File: config.mk
export PLATFORM = sky130hd
export DESIGN_NAME = serial_sample_deframer
export DESIGN_NICKNAME = d
export VERILOG_FILES = /design/src/rtl/anc_pkg.sv /design/src/rtl/serial_sample_deframer_frame_watchdog.sv /design/src/rtl/serial_sample_deframer.sv
export SDC_FILE = /design/constraint.sdc
export NUM_CORES = 1
export LEC_CHECK = 0
export BUFFER_PORTS_ARGS = -buffer_cell sky130_fd_sc_hd__buf_2
export CAP_MARGIN = 5
export CORE_ASPECT_RATIO = 1.25
export CORE_UTILIZATION = 62
export CTS_CLUSTER_DIAMETER = 80
export DETAILED_ROUTE_END_ITERATION = 6
export PLACE_DENSITY = 0.84
export SLEW_MARGIN = 5
export SYNTH_ARGS = -nofsm -noshare
export SYNTH_HDL_FRONTEND = slang
export SYNTH_SLANG_ARGS = --single-unit
File: constraint.sdc
create_clock -name clk -period 4.01 [get_ports clk]
set_input_delay 0.401 -clock clk [delete_from_list [all_inputs] [get_ports clk]]
set_output_delay 0.401 -clock clk [all_outputs]
set_load 0.05 [all_outputs]
File: src/rtl/anc_pkg.sv
// Shared deframer constants and state type; FRAME_PARITY_EN appends one even-parity bit per frame.
// No logic, no latency, no flow control.
package anc_pkg;

  localparam int SAMPLE_W = 16;

`ifdef FRAME_PARITY_EN
  localparam int PARITY_BITS = 1;
`else
  localparam int PARITY_BITS = 0;
`endif

  localparam int FRAME_BITS = 4 * SAMPLE_W + PARITY_BITS;

  typedef enum logic {
    ST_IDLE  = 1'b0,
    ST_SHIFT = 1'b1
  } dfr_state_e;

endpackage

File: src/rtl/serial_sample_deframer_frame_watchdog.sv
// Inter-bit gap watchdog: expire_o fires combinationally on the TIMEOUT_CYC-th consecutive idle cycle while run_i.
// Counter is cleared by clear_i, by leaving run, and by expiry; no backpressure.
module frame_watchdog #(
  parameter int TIMEOUT_CYC = 1023
) (
  input  logic clk,
  input  logic rst,
  input  logic run_i,
  input  logic clear_i,
  output logic expire_o
);

  localparam int CW = $clog2(TIMEOUT_CYC + 1);

  logic [CW-1:0] cnt_q, cnt_d;

  always_comb begin
    expire_o = run_i && !clear_i && (cnt_q == CW'(TIMEOUT_CYC - 1));
    cnt_d    = cnt_q + CW'(1);
    if (!run_i || clear_i || expire_o) begin
      cnt_d = '0;
    end
  end

  always_ff @(posedge clk) begin
    if (rst) begin
      cnt_q <= '0;
    end else begin
      cnt_q <= cnt_d;
    end
  end

endmodule

File: src/rtl/serial_sample_deframer.sv
// Serial MSB-first deframer into four signed samples; FRAME_PARITY_EN adds a checked even-parity trailer bit.
// out_valid/frame_err pulse one cycle after the deciding bit; no backpressure, samples hold until the next good frame.
module serial_sample_deframer #(
  parameter int SAMPLE_W    = anc_pkg::SAMPLE_W,
  parameter int TIMEOUT_CYC = 1023
) (
  input  logic                       clk,
  input  logic                       rst,
  input  logic                       bit_valid,
  input  logic                       bit_in,
  input  logic                       frame_sync,
  output logic signed [SAMPLE_W-1:0] error_out,
  output logic signed [SAMPLE_W-1:0] feedforward_out,
  output logic signed [SAMPLE_W-1:0] desired_out,
  output logic signed [SAMPLE_W-1:0] u_out,
  output logic                       out_valid,
  output logic                       frame_err
);

  import anc_pkg::*;

  localparam int DATA_BITS = 4 * SAMPLE_W;
  localparam int FRAME_LEN = DATA_BITS + PARITY_BITS;
  // Without parity the final data bit is taken straight from bit_in, so one fewer stored bit.
  localparam int SR_W      = DATA_BITS - 1 + PARITY_BITS;
  localparam int CNT_W     = $clog2(FRAME_LEN + 1);

  dfr_state_e           state_q, state_d;
  logic [CNT_W-1:0]     bit_cnt_q, bit_cnt_d;
  logic [SR_W-1:0]      shift_q, shift_d;
  logic [DATA_BITS-1:0] frame_data;
  logic [SAMPLE_W-1:0]  err_q, ff_q, des_q, u_q;
  logic                 out_valid_q, out_valid_d;
  logic                 frame_err_q, frame_err_d;
  logic                 load;
  logic                 wd_expire, start_bit, last_bit, frame_ok;

  assign start_bit = bit_valid && frame_sync;
  assign last_bit  = (bit_cnt_q == CNT_W'(FRAME_LEN - 1));

`ifdef FRAME_PARITY_EN
  assign frame_data = shift_q;
  assign frame_ok   = (bit_in == ^shift_q);
`else
  assign frame_data = {shift_q, bit_in};
  assign frame_ok   = 1'b1;
`endif

  frame_watchdog #(
    .TIMEOUT_CYC(TIMEOUT_CYC)
  ) u_watchdog (
    .clk      (clk),
    .rst      (rst),
    .run_i    (state_q == ST_SHIFT),
    .clear_i  (bit_valid),
    .expire_o (wd_expire)
  );

  always_ff @(posedge clk) begin
    if (rst) begin
      state_q <= ST_IDLE;
    end else begin
      state_q <= state_d;
    end
  end

  always_comb begin
    state_d = state_q;
    case (state_q)
      ST_IDLE: begin
        if (start_bit) state_d = ST_SHIFT;
      end
      ST_SHIFT: begin
        if (wd_expire) begin
          state_d = ST_IDLE;
        end else if (bit_valid && last_bit) begin
          state_d = ST_IDLE;
        end
      end
      default: state_d = ST_IDLE;
    endcase
  end

  always_comb begin
    bit_cnt_d   = bit_cnt_q;
    shift_d     = shift_q;
    load        = 1'b0;
    out_valid_d = 1'b0;
    frame_err_d = 1'b0;
    case (state_q)
      ST_IDLE: begin
        if (start_bit) begin
          bit_cnt_d = CNT_W'(1);
          shift_d   = {{(SR_W-1){1'b0}}, bit_in};
        end
      end
      ST_SHIFT: begin
        if (wd_expire) begin
          frame_err_d = 1'b1;
          bit_cnt_d   = '0;
          shift_d     = '0;
        end else if (bit_valid) begin
          // A sync on the final bit position is treated as that final bit, not a restart.
          if (frame_sync && !last_bit) begin
            frame_err_d = 1'b1;
            bit_cnt_d   = CNT_W'(1);
            shift_d     = {{(SR_W-1){1'b0}}, bit_in};
          end else if (last_bit) begin
            bit_cnt_d   = '0;
            shift_d     = '0;
            load        = frame_ok;
            out_valid_d = frame_ok;
            frame_err_d = !frame_ok;
          end else begin
            bit_cnt_d = bit_cnt_q + CNT_W'(1);
            shift_d   = {shift_q[SR_W-2:0], bit_in};
          end
        end
      end
      default: ;
    endcase
  end

  always_ff @(posedge clk) begin
    if (rst) begin
      bit_cnt_q   <= '0;
      shift_q     <= '0;
      err_q       <= '0;
      ff_q        <= '0;
      des_q       <= '0;
      u_q         <= '0;
      out_valid_q <= 1'b0;
      frame_err_q <= 1'b0;
    end else begin
      bit_cnt_q   <= bit_cnt_d;
      shift_q     <= shift_d;
      out_valid_q <= out_valid_d;
      frame_err_q <= frame_err_d;
      if (load) begin
        err_q <= frame_data[4*SAMPLE_W-1 -: SAMPLE_W];
        ff_q  <= frame_data[3*SAMPLE_W-1 -: SAMPLE_W];
        des_q <= frame_data[2*SAMPLE_W-1 -: SAMPLE_W];
        u_q   <= frame_data[SAMPLE_W-1   -: SAMPLE_W];
      end
    end
  end

  assign error_out       = err_q;
  assign feedforward_out = ff_q;
  assign desired_out     = des_q;
  assign u_out           = u_q;
  assign out_valid       = out_valid_q;
  assign frame_err       = frame_err_q;

endmodule
# After elaboration in Yosys (flattened, before gate mapping)
# Index checks and enable logic that the tools add are counted.
# totals
reg_bits	147
wordCells	54
out_inout_bits	66
in_bits	5
# op_classes
bitwise	1
add_sub_neg	2
n_eq_ne	4
n_reduce_logical	13
mux	24
# ops
cell	n
$mux W63	5
$pmux W63 S2	1
$mux W7	5
$pmux W7 S2	1
$mux W1	11
$add A10 B1 Y10 const B	1
$eq A10 B10 Y1 const B	1
$add A7 B1 Y7 const B	1
$eq A7 B6 Y1 const B	1
$logic_and A1 B1 Y1	5
$reduce_or A2 Y1	2
$logic_not A1 Y1	3
$ne A3 B2 Y1 const B	1
$logic_or A1 B1 Y1	2
$ne A2 B2 Y1 const B	1
$pmux W1 S2	1
$reduce_and A2 Y1	1
$not A1 Y1	1

# Depth between registers and ports, before layout
# Gate-level depths: netlist of the first run.
# logic_depth
ltp_word	7
mapped_depth	8
depth_no_buf	6

# Cells and area by module
# Synthesis of the first run repeated with hierarchy kept, for this count alone.
# unflattened
cells_unflattened	608
area_unflattened_um2	5406.4
# by_module_without_submodules
module	seq_area_each_um2	instances	cells_per_inst	area_per_inst_um2
serial_sample_deframer	2742.6	1	554	4895.9
frame_watchdog	200.2	1	54	510.5

# Least setup slack after synthesis of the first run
# Ideal clock, no wire load.
# synth_path
kind	reg-to-reg
from	register bit_cnt_q[0]
to	register des_q[0], in the netlist desired_out[0]
n_path_buf	2
path_slack_ns	2.336
t_arrival_ns	1.541
synth_period_minus_slack_ns	1.674
setup_ns	0.132
path_stages_with_launch	8
required_ns	3.878
path_cell_list	dfxtp_1 > ha_1 > nand3_2 > or3_1 > buf_2 > buf_2 > nand2_1 > a21oi_1
# synth_via
elab_chain_len	7
elab_cells_between_ends	8
cone_classes	1 x eq/ne; 5 x mux; 2 x reduce/logical
# synth_lines
element	line	text
start, declared	serial_sample_deframer.sv:29	logic [CNT_W-1:0] bit_cnt_q, bit_cnt_d;
start signal, assigned	serial_sample_deframer.sv:135	bit_cnt_q <= bit_cnt_d;
$eq A7 B6 Y1 (*)	serial_sample_deframer.sv:39	assign last_bit = (bit_cnt_q == CNT_W'(FRAME_LEN - 1));
$logic_not A1 Y1	serial_sample_deframer.sv:104	if (frame_sync && !last_bit) begin
$logic_and A1 B1 Y1	serial_sample_deframer.sv:104	
$mux W1 (*) (2 in a row)	n/a	
$mux W1 (*)	serial_sample_deframer.sv:98	if (wd_expire) begin
$mux W1 (*)	n/a	
end signal, assigned	serial_sample_deframer.sv:142	des_q <= frame_data[2*SAMPLE_W-1 -: SAMPLE_W];
end, declared	serial_sample_deframer.sv:32	logic [SAMPLE_W-1:0] err_q, ff_q, des_q, u_q;
# Mark *: on every way between the ends. The rest lies on a longest branch, timed or not.
# A chain may end at the register's enable or synchronous reset.

# Final worst setup path of the first run
# layout_path
from	register u_watchdog.cnt_q[0]
to	register shift_q[49]
# layout_via
elab_chain_len	4
elab_cells_between_ends	6
cone_classes	2 x eq/ne; 2 x mux; 2 x reduce/logical
# layout_lines
element	line	text
start, declared	serial_sample_deframer_frame_watchdog.sv:15	logic [CW-1:0] cnt_q, cnt_d;
start signal, assigned	serial_sample_deframer_frame_watchdog.sv:29	cnt_q <= cnt_d;
$eq A10 B10 Y1 (*)	serial_sample_deframer_frame_watchdog.sv:18	expire_o = run_i && !clear_i && (cnt_q == CW'(TIMEOUT_CYC - 1));
$logic_and A1 B1 Y1 (*)	serial_sample_deframer_frame_watchdog.sv:18	
$mux W63 / $ne A3 B2 Y1 (equally long branches)	n/a	
$pmux W63 S2 / $reduce_and A2 Y1 (equally long branches)	n/a	
end signal, assigned	serial_sample_deframer.sv:136	shift_q <= shift_d;
end, declared	serial_sample_deframer.sv:30	logic [SR_W-1:0] shift_q, shift_d;
# Marks and branches as above.

==> results of run 1 <==
-- flip-flops by register name (all words and copies together), names as in the netlist --
name              flops
out_valid             1
frame_err             1
error_out            16
desired_out          16
feedforward_out      16
bit_cnt_q             7
u_out                16
state_q               1
shift_q              63
u_watchdog.cnt_q     10
-- area by class of cell --
type                       count  area (um^2)  share of cell area
sequential                   147         2940               0.431
multi-input combinational    454         2670               0.391
clock buffer                  17          425              0.0623
timing repair buffer          77          403              0.0590
clock inverter                15          214              0.0313
tap                          123          154              0.0225
inverter                       5         18.8             0.00275
-- path summary, 6_finish.rpt --
check                                                  to  slack [ns]  cells after the start
worst max register to register   shift_q[49]$_SDFFE_PP0P_        1.67                      6
worst max-delay path             shift_q[49]$_SDFFE_PP0P_        1.67                      6
worst min register to register  error_out[7]$_SDFFE_PP0P_        0.45                      2
worst min-delay path                u_out[0]$_SDFFE_PP0P_        0.24                      3
-- per-stage QoR --
stage | setup WS, ns | cells | power, mW | cell area, um^2 | hold WS [ns]
3_3_place_gp | 1.79 | 806 | 1.59 | 6190 | 0.429
6_report | 1.67 | 838 | 3.27 | 6830 | 0.241
5_1_grt | 1.45 | 838 | 3.36 | 6830 | 0.249
4_1_cts | 1.66 | 838 | 3.28 | 6830 | 0.233
2_1_floorplan | 2.34 | 667 | 1.59 | 6010 | 0.413
3_5_place_dp | 1.70 | 806 | 1.60 | 6190 | 0.440
-- critical path, cell delays in order (launching register included) --
cell      delay [ns]
dfxtp_1         0.40
inv_1           0.06
ha_1            0.19
and2_2          0.25
a31oi_4         0.82
o21ai_0         0.24
a211oi_2        0.27
-- logic make-up (layout without fill, tap and decap cells) --
family	Yosys count	in the layout	share of synthesized area
AND/OR/NAND/NOR	244	244	0.181
buffers and inverters	66	114	0.0680
AO/OA/AOI/OAI	199	199	0.243
flip-flops	147	147	0.489
XOR/XNOR	8	8	0.0117
adder cells (fa/ha/maj)	3	3	0.00624
-- synth_stat cells, drive strengths merged (4+ instances only) --
| cell | number |
|---|---|
| nor3 | 5 |
| dfxtp | 147 |
| nor2 | 34 |
| nand2 | 133 |
| a21oi | 68 |
| nand3 | 54 |
| clkbuf | 20 |
| inv | 5 |
| xor2 | 4 |
| nand4 | 4 |
| buf | 41 |
| a211oi | 46 |
| a32oi | 18 |
| xnor2 | 4 |
| a31oi | 7 |
| o21ai | 48 |
-- routing by layer --
metal	vias to the layer above	track usage	share of wire
li1	2418	-	-
met1	2404	0.296	0.42
met2	141	0.456	0.51
met3	30	0.0725	0.049
met4	0	0.132	0.018
met5	-	0	0
-- power by group --
group	switching (mW)	leakage, nW	total, mW	internal (mW)
Clock	0.607	0.316	1.70	1.10
Combinational	0.0821	0.890	0.0982	0.0161
Sequential	0.00558	1.18	1.47	1.46
Total	0.694	2.39	3.27	2.58
==> impl_metrics.yaml, run 1 <==
sta:
  worstMarginPinSlew_ns: 1.13
  finClkSkew_ns: 0.00688
  fin_crit_sh: 0.584
  setup_viol: 0
  slew_headroom: 0.245
  hold_viol: 0
  rsz0062_at_grt: "no"
  slew_viol_final: 0
  fin_setup_tns_ns: 0
  max_freq_ghz: 0.427
  period_needed_ns: 2.34
clock_tree:
  cts_resized: 0
  cts_made_buffers: 17
  cts_tree: "done"
  path_clk_slew_ns: 0.06
  cts_max_level: 4
  cts-root-buf: "clkbuf_16"
  clk_path_buf_depth: 2
  clkLatencyLatePin_ns: 0.42
  ctsHoldBuffers: 0
  cts_setup_buffers: 0
  clock-sinks: 147
layout:
  layout_common_cells: "147 x dfxtp_1, 132 x nand2_1, 70 x buf_2, 66 x a21oi_1, 53 x nand3_1"
  layout.nets: 710
  antennaDiodeCount: 0
  layout_commonest_cell: "dfxtp_1"
  fillCellCount: 680
  drive_gt1_frac: 0.232
  area_growth_pct: 13.6
  fin_util: 0.737
outcome:
  outcome: "finished clean"
pwr:
  peakVddDrop_v: 0.000329
  powerDensity_nw_per_um2: 479
  p_leak_nw: 2.39
routing:
  final_antenna_net_count: 0
  vias_per_cell: 5.96
  wl_per_cell_um: 15.2
  drt_iter0_markers: 331
  vias: 4993
  dr.pass1.iters: 5
  drc_errors: 0
  wl_um: 12800
worst_setup_path:
  worstPathRequired_ns: 4.34
  worstReg2RegStart: "u_watchdog.cnt_q[0]$_SDFF_PP0_"
  critical_path_class: "flop to flop"
  worstPathArrival_ns: 2.67
  crit_fanout: 48
  crit_path_start: "u_watchdog.cnt_q[0]$_SDFF_PP0_"
  startpoint_type: "flop"
  crit_path_end_kind: "flop"
global_routing:
  grtUsageTotal: 0.263
  antenna_found_initial: 0
  grt-ovfl-total: 0
  grt_pass1_wl_um: 21700
  grt_pass1_vias: 4860
  grt_start_max_net_pins: 66
logic_synthesis:
  async_flop_share: 0
  synth_seq_cells: 147
  yosysWarnings: 0
  synth.top_cells.by_area: "dfxtp_1 49%, a211oi_2 8.3%, nand2_1 8.2%, a21oi_1 5.6%, nand3_1 4.4%"
  netlist.top_cell.by_area: "dfxtp_1"
  synth_ff_type: "dfxtp_1"
  synth.avg_cell_area_um2: 9.02
  synth_edf_count: 0
  synthesis.instances: 667
  synth_nets: 675
  ys_seq_area_frac: 0.489
  synth_area_um2: 6010
  ys_types: 49
  synth_top_area_frac: 0.489
floorplan:
  die_x_um: 90.1
  rows: 39
  die_h_um: 112
  die-area_um2: 10100
  start_util: 0.649
  io_pins: 71
  core_um2: 9270
placed_design:
  numPortBuffers: 70
  hpwl_um: 7410
  gp_congestion: 0.843
min_path:
  hold_path.startpoint: "bit_in"
  hp-class: "primary input to flop"
run:
  max_cap_violations: 0
No activity file was read; power rests on OpenSTA's default activity.
==> run 2: changes to the inputs <==
--- a/config.mk
+++ b/config.mk
@@ -5,13 +5,14 @@
 export SDC_FILE = /design/constraint.sdc
 export NUM_CORES = 1
 export LEC_CHECK = 0
+export ABC_AREA = 1
 export BUFFER_PORTS_ARGS = -buffer_cell sky130_fd_sc_hd__buf_2
 export CAP_MARGIN = 5
 export CORE_ASPECT_RATIO = 1.25
-export CORE_UTILIZATION = 62
+export CORE_UTILIZATION = 51
 export CTS_CLUSTER_DIAMETER = 80
 export DETAILED_ROUTE_END_ITERATION = 6
-export PLACE_DENSITY = 0.84
+export PLACE_DENSITY = 0.75
 export SLEW_MARGIN = 5
 export SYNTH_ARGS = -nofsm -noshare
 export SYNTH_HDL_FRONTEND = slang
==> constraint.sdc (replaced) <==
create_clock -name clk -period 1.9 [get_ports clk]
set_input_delay 0.19 -clock clk [delete_from_list [all_inputs] [get_ports clk]]
set_output_delay 0.19 -clock clk [all_outputs]
set_load 0.05 [all_outputs]
==> run 2 against run 1 <==
Compared with the run above: sequential power up 120%; clock-buffer cell count increased by 1; worst setup slack worse by 1.6 ns; combinational power rose to 4.0 times the previous value; sequential share of layout area rose by 1.3 points; non-clock buffer count grew 8; critical path type unchanged; core utilization down 9.1 points; register-to-register slack worse by 1.6 ns; area after synthesis shrank 8.8%; die area up 11%.
==> impl_metrics.yaml, run 2 <==
pwr:
  peakVddDrop_v: 0.000565
  p_leak_nw: 2.66
  powerDensity_nw_per_um2: 1070
  power_mw: 7.06
routing:
  final_antenna_net_count: 0
  drt_iter0_markers: 251
  wl_per_cell_um: 12.9
  vias_per_cell: 5.13
  drc_errors: 0
  wl_um: 11800
  dr.pass1.iters: 5
  vias: 4709
logic_synthesis:
  async_flop_share: 0
  netlist.top_cell.by_area: "dfxtp_1"
  synth_seq_cells: 147
  yosysWarnings: 0
  synth_edf_count: 0
  synth_nets: 723
  synth.top_cells.by_area: "dfxtp_1 54%, nand2_1 15%, a21oi_1 7.9%, nor2_1 4.5%, o21ai_0 3.4%"
  synth_top_area_frac: 0.537
  ys_seq_area_frac: 0.537
  synthTopCellsByCount: "225 x nand2_1, 147 x dfxtp_1, 87 x a21oi_1"
  synth.avg_cell_area_um2: 7.67
  yosysMostFrequentCell: "nand2_1"
  synth_ff_type: "dfxtp_1"
  ys_types: 31
  synthesis.instances: 715
  synth_area_um2: 5480
worst_setup_path:
  crit_path_end_kind: "flop"
  critical_path_class: "flop to flop"
  worstPathArrival_ns: 2.14
  rrSetupSlack_ns: 0.04
  startpoint_type: "flop"
  worstPathRequired_ns: 2.18
  crit_fanout: 32
layout:
  fin_util: 0.646
  antennaDiodeCount: 0
  largest_reg_flops: 63
  multi_input_area_um2: 2190
  layout.nets: 784
  fillCellCount: 871
  drive_gt1_frac: 0.167
  layout_commonest_cell: "nand2_1"
  seq_area_um2: 2940
  layout_common_cells: "223 x nand2_1, 147 x dfxtp_1, 87 x a21oi_1, 70 x buf_2, 64 x nor2_1"
  area_growth_pct: 20.8
  largest_register: "shift_q"
  design_area_um2: 6620
sta:
  hold_viol: 0
  setup_ws_ns: 0.0404
  holdWs_ns: 0.0585
  period_needed_ns: 1.86
  fin_crit_sh: 0.979
  setup_viol: 0
  finClkSkew_ns: 0.00864
  worstMarginPinSlew_ns: 0.374
  max_freq_ghz: 0.538
  slew_headroom: 0.750
  slew_viol_final: 0
placed_design:
  hpwl_um: 7100
  numPortBuffers: 70
  dp_worst_setup_slack_ns: 0.0647
  placed_area_um2: 5910
  gp_congestion: 0.842
global_routing:
  grt_start_max_net_pins: 88
  antenna_found_initial: 0
  grtUsageTotal: 0.220
  grt-ovfl-total: 0
  grt_pass1_wl_um: 19400
  grt_pass1_vias: 4463
clock_tree:
  cts_tree: "done"
  ctsHoldBuffers: 0
  path_clk_slew_ns: 0.06
  clkLatencyLatePin_ns: 0.42
  clock-sinks: 147
  cts-root-buf: "clkbuf_16"
  cts_made_buffers: 17
  clk_path_buf_depth: 2
  cts_max_level: 4
min_path:
  hp-class: "primary input to flop"
floorplan:
  die_x_um: 94.7
  die_h_um: 118
  io_pins: 71
  die-area_um2: 11200
  rows: 41
  start_util: 0.534
  core_um2: 10300
run:
  max_cap_violations: 0
outcome:
  outcome: "finished clean"
[run 2: cell types whose count changed after synthesis, sizes merged, moves of 3 or more]
cell	change
o21bai	+3
a211oi	-45
a32oi	-18
a21o	-3
buf	-17
nand2	+93
a31oi	-6
nand4	-3
inv	+35
a21oi	+19
nor2	+34
and3	-3
nand3	-18
[run 2: final timing paths]
check,from,end,cells after the start
min,bit_in,u_out[0]$_SDFFE_PP0P_,3
max,bit_cnt_q[0]$_SDFFE_PP0P_,feedforward_out[0]$_SDFFE_PP0P_,10
min reg2reg,u_out[11]$_SDFFE_PP0P_,u_out[11]$_SDFFE_PP0P_,2
max reg2reg,bit_cnt_q[0]$_SDFFE_PP0P_,feedforward_out[0]$_SDFFE_PP0P_,10
[run 2: area by class of cell]
type	count	area share
well taps	129	0.0244
clock buffers	18	0.0648
inverters	40	0.0227
flip-flops and latches	147	0.444
multi-input cells	485	0.330
repair buffers	85	0.0856
clock inverters	14	0.0281
[run 2: cells by family (layout without fill, tap and decap cells)]
family | count (synthesis) | count (layout) | synth area share
buffers and inverters | 83 | 157 | 0.0703
adder cells (fa/ha/maj) | 3 | 3 | 0.00685
AND/OR/NAND/NOR | 338 | 338 | 0.248
AO/OA/AOI/OAI | 140 | 140 | 0.132
XOR/XNOR | 4 | 4 | 0.00639
flip-flops | 147 | 147 | 0.537
[run 2: power breakdown]
part | leakage [nW] | switching (mW) | total (mW) | internal (mW)
sequential | 1.19 | 0.0524 | 3.21 | 3.16
clock | 0.300 | 1.26 | 3.45 | 2.19
combinational | 1.17 | 0.267 | 0.397 | 0.130
total | 2.66 | 1.58 | 7.06 | 5.48
[run 2: repair_timing]
| item | CTS | global route |
|---|---|---|
| gates resized for setup | 1 | 14 |
| pin swaps | 0 | 1 |
| gates cloned | 0 | 1 |
| endpoints found under the setup margin | 1 | 99 |
| hold endpoints to repair | 0 | 0 |
| setup buffers | 0 | 1 |
[run 2: per-layer routing]
layer	share of wire	vias to the layer above	GRT usage
li1	-	2404	-
met2	0.50	132	0.368
met1	0.43	2144	0.254
met3	0.042	29	0.0620
met4	0.025	0	0.102
met5	0	-	0
[run 2: worst max-delay path, cell delays in order, from the launching register on]
cell and delay [ns]:
dfxtp_1 0.38, ha_2 0.23, nand2_1 0.12, nor2_4 0.13, nand2_2 0.10, nor3_4 0.20, buf_12 0.15, inv_2 0.04
buf_6 0.17, nand2_1 0.09, a21oi_1 0.08
[run 2: stage by stage]
stage	setup TNS, ns	std cells
5_1_grt	-0.666	918
2_1_floorplan	0	715
3_5_place_dp	0	884
6_report	0	918
3_3_place_gp	0	884
4_1_cts	0	916
==> run 3: changes to the inputs <==
--- a/config.mk
+++ b/config.mk
@@ -5,11 +5,11 @@
 export SDC_FILE = /design/constraint.sdc
 export NUM_CORES = 1
 export LEC_CHECK = 0
-export ABC_AREA = 1
+export ABC_CLOCK_PERIOD_IN_PS = 1900
 export BUFFER_PORTS_ARGS = -buffer_cell sky130_fd_sc_hd__buf_2
 export CAP_MARGIN = 5
 export CORE_ASPECT_RATIO = 1.25
-export CORE_UTILIZATION = 51
+export CORE_UTILIZATION = 52
 export CTS_CLUSTER_DIAMETER = 80
 export DETAILED_ROUTE_END_ITERATION = 6
 export PLACE_DENSITY = 0.75
==> run 3 against run 2 <==
Compared with the run above: the flow now finishes with violations (DRC); first-iteration DRC count increased by 32%; global-route usage increased by 0.24 points; clock power decreased by 6.1%; register-to-register slack improved by 0.08 ns; critical path depth decreased by 5; power decreased by 6.5%; worst hold slack got worse by 0.011 ns; clock-buffer cell count increased by 3; sequential power decreased by 3%; cell count decreased by 6.2%; design area increased by 6.1%; highest routed layer unchanged.
==> impl_metrics.yaml, run 3 (synthesis results as in run 1) <==
outcome:
  outcome: "finished with violations"
  violations: "DRC"
floorplan:
  die_h_um: 122
  die-area_um2: 12000
  die_x_um: 98.2
  core_um2: 11200
  start_util: 0.537
  io_pins: 71
  rows: 43
layout:
  layout.nets: 725
  largest_reg_flops: 63
  layout_common_cells: "145 x dfxtp_1, 132 x nand2_1, 70 x buf_2, 66 x a21oi_1, 53 x nand3_1"
  area_growth_pct: 16.9
  layout_commonest_cell: "dfxtp_1"
  largest_register: "shift_q"
  seq_area_um2: 2950
  antennaDiodeCount: 0
  drive_gt1_frac: 0.245
  multi_input_area_um2: 2680
  fillCellCount: 942
pwr:
  powerDensity_nw_per_um2: 938
  combPwrFrac: 0.039
  intPower_mw: 5.22
  power_frac_seq: 0.470
  p_leak_nw: 2.47
  p_sw_mw: 1.38
  peakVddDrop_v: 0.000627
  switching_share: 0.209
  pwr-share-clk: 0.491
sta:
  fin_setup_tns_ns: 0
  slew_viol_final: 0
  setup_ws_ns: 0.121
  rsz0062_at_grt: "no"
  worstMarginPinSlew_ns: 0.630
  hold_viol: 0
  max_freq_ghz: 0.562
  finClkSkew_ns: 0.00594
  period_needed_ns: 1.78
  fin_crit_sh: 0.936
  slew_headroom: 0.580
  setup_viol: 0
placed_design:
  hpwl_um: 8150
  gp_congestion: 0.887
  numPortBuffers: 70
  dp_worst_setup_slack_ns: 0.0317
worst_setup_path:
  worstPathRequired_ns: 2.22
  crit_path_end_kind: "flop"
  critical_path_class: "flop to flop"
  crit_path_start: "u_watchdog.cnt_q[5]$_SDFF_PP0_"
  crit_fanout: 17
  worstReg2RegStart: "u_watchdog.cnt_q[5]$_SDFF_PP0_"
  worstPathArrival_ns: 2.10
  startpoint_type: "flop"
min_path:
  hold_path.startpoint: "bit_in"
  hp-class: "primary input to flop"
routing:
  drt_iter0_markers: 331
  drc_errors: 5
  wl_um: 13300
  vias_per_cell: 5.80
  vias: 4998
  wl_per_cell_um: 15.5
  dr.pass1.iters: 7
  final_antenna_net_count: 0
global_routing:
  grt-ovfl-total: 0
  grtUsageMet1: 0.251
  grt_pass1_wl_um: 21400
  grtUsageTotal: 0.222
  grt_pass1_vias: 4738
  grt_start_max_net_pins: 49
  grt_use_met2: 0.397
  grt_busiest_layer: "met2"
  antenna_found_initial: 0
  met3_usage: 0.0541
clock_tree:
  clk_path_buf_depth: 2
  path_clk_slew_ns: 0.05
  ctsHoldBuffers: 0
  cts_tree: "done"
  cts-root-buf: "clkbuf_16"
  cts_max_level: 4
  cts_made_buffers: 17
  clock-sinks: 147
  clkLatencyLatePin_ns: 0.42
run:
  max_cap_violations: 0
## run 3: cell types whose count changed in the layout (fill, tap and decap cells not counted), sizes merged, moves of 7 or more
| cell | previous run | this run |
|---|---|---|
| a32oi | 0 | 18 |
| nand3 | 36 | 54 |
| inv | 41 | 5 |
| a21oi | 87 | 68 |
| a211oi | 1 | 46 |
| nand2 | 226 | 133 |
| buf | 84 | 91 |
| nor2 | 68 | 34 |
## run 3: final timing paths
path | endpoint | slack [ns] | depth (start not counted)
hold / removal | shift_q[0]$_SDFFE_PP0P_ | 0.05 | 2
hold reg to reg | desired_out[14]$_SDFFE_PP0P_ | 0.45 | 2
setup reg to reg | shift_q[23]$_SDFFE_PP0P_ | 0.12 | 5
setup / recovery | shift_q[23]$_SDFFE_PP0P_ | 0.12 | 5
## run 3: cell type report
class	instances	share of cell area
Sequential cell	147	0.419
Multi-Input combinational cell	454	0.381
Timing Repair Buffer	92	0.0934
Clock buffer	21	0.0641
Tap cell	135	0.0240
Clock inverter	7	0.0157
Inverter	5	0.00267
## run 3: layer usage
metal | part of all wire | vias up
met5 | 0 | -
met4 | 0.021 | 0
met3 | 0.046 | 28
met2 | 0.50 | 126
met1 | 0.43 | 2394
li1 | - | 2450
## run 3: metrics by stage
stage / instances / total power, mW / area, um^2 / utilization / hold slack (ns)
2_1_floorplan: 667 / 3.35 / 6010 / - / 0.316
4_1_cts: 860 / 6.63 / 6980 / 0.624 / 0.0515
5_1_grt: 861 / 6.78 / 7030 / 0.628 / 0.0496
3_5_place_dp: 832 / 3.41 / 6420 / 0.574 / 0.437
3_3_place_gp: 832 / 3.41 / 6420 / 0.574 / 0.437
6_report: 861 / 6.60 / 7030 / 0.628 / 0.0475
## run 3: power by group through the flow
stage | Clock, mW | Sequential, mW | Combinational (mW)
6_report | 3.24 | 3.10 | 0.259
5_1_grt | 3.40 | 3.10 | 0.277
4_1_cts | 3.28 | 3.10 | 0.249
3_5_place_dp | 0 | 3.17 | 0.247
3_3_place_gp | 0 | 3.17 | 0.242
2_1_floorplan | 0 | 3.16 | 0.185
## run 3: critical path: stages, from the launching register on
cell and delay (ns):
dfxtp_1 0.39, and4_2 0.38, a31o_4 0.34, buf_12 0.18, nand3_1 0.09, a211oi_1 0.29
## run 3: timing repair
item,in CTS,in global routing
setup endpoints to repair,0,79
setup buffers,0,0
gates resized for setup,0,8
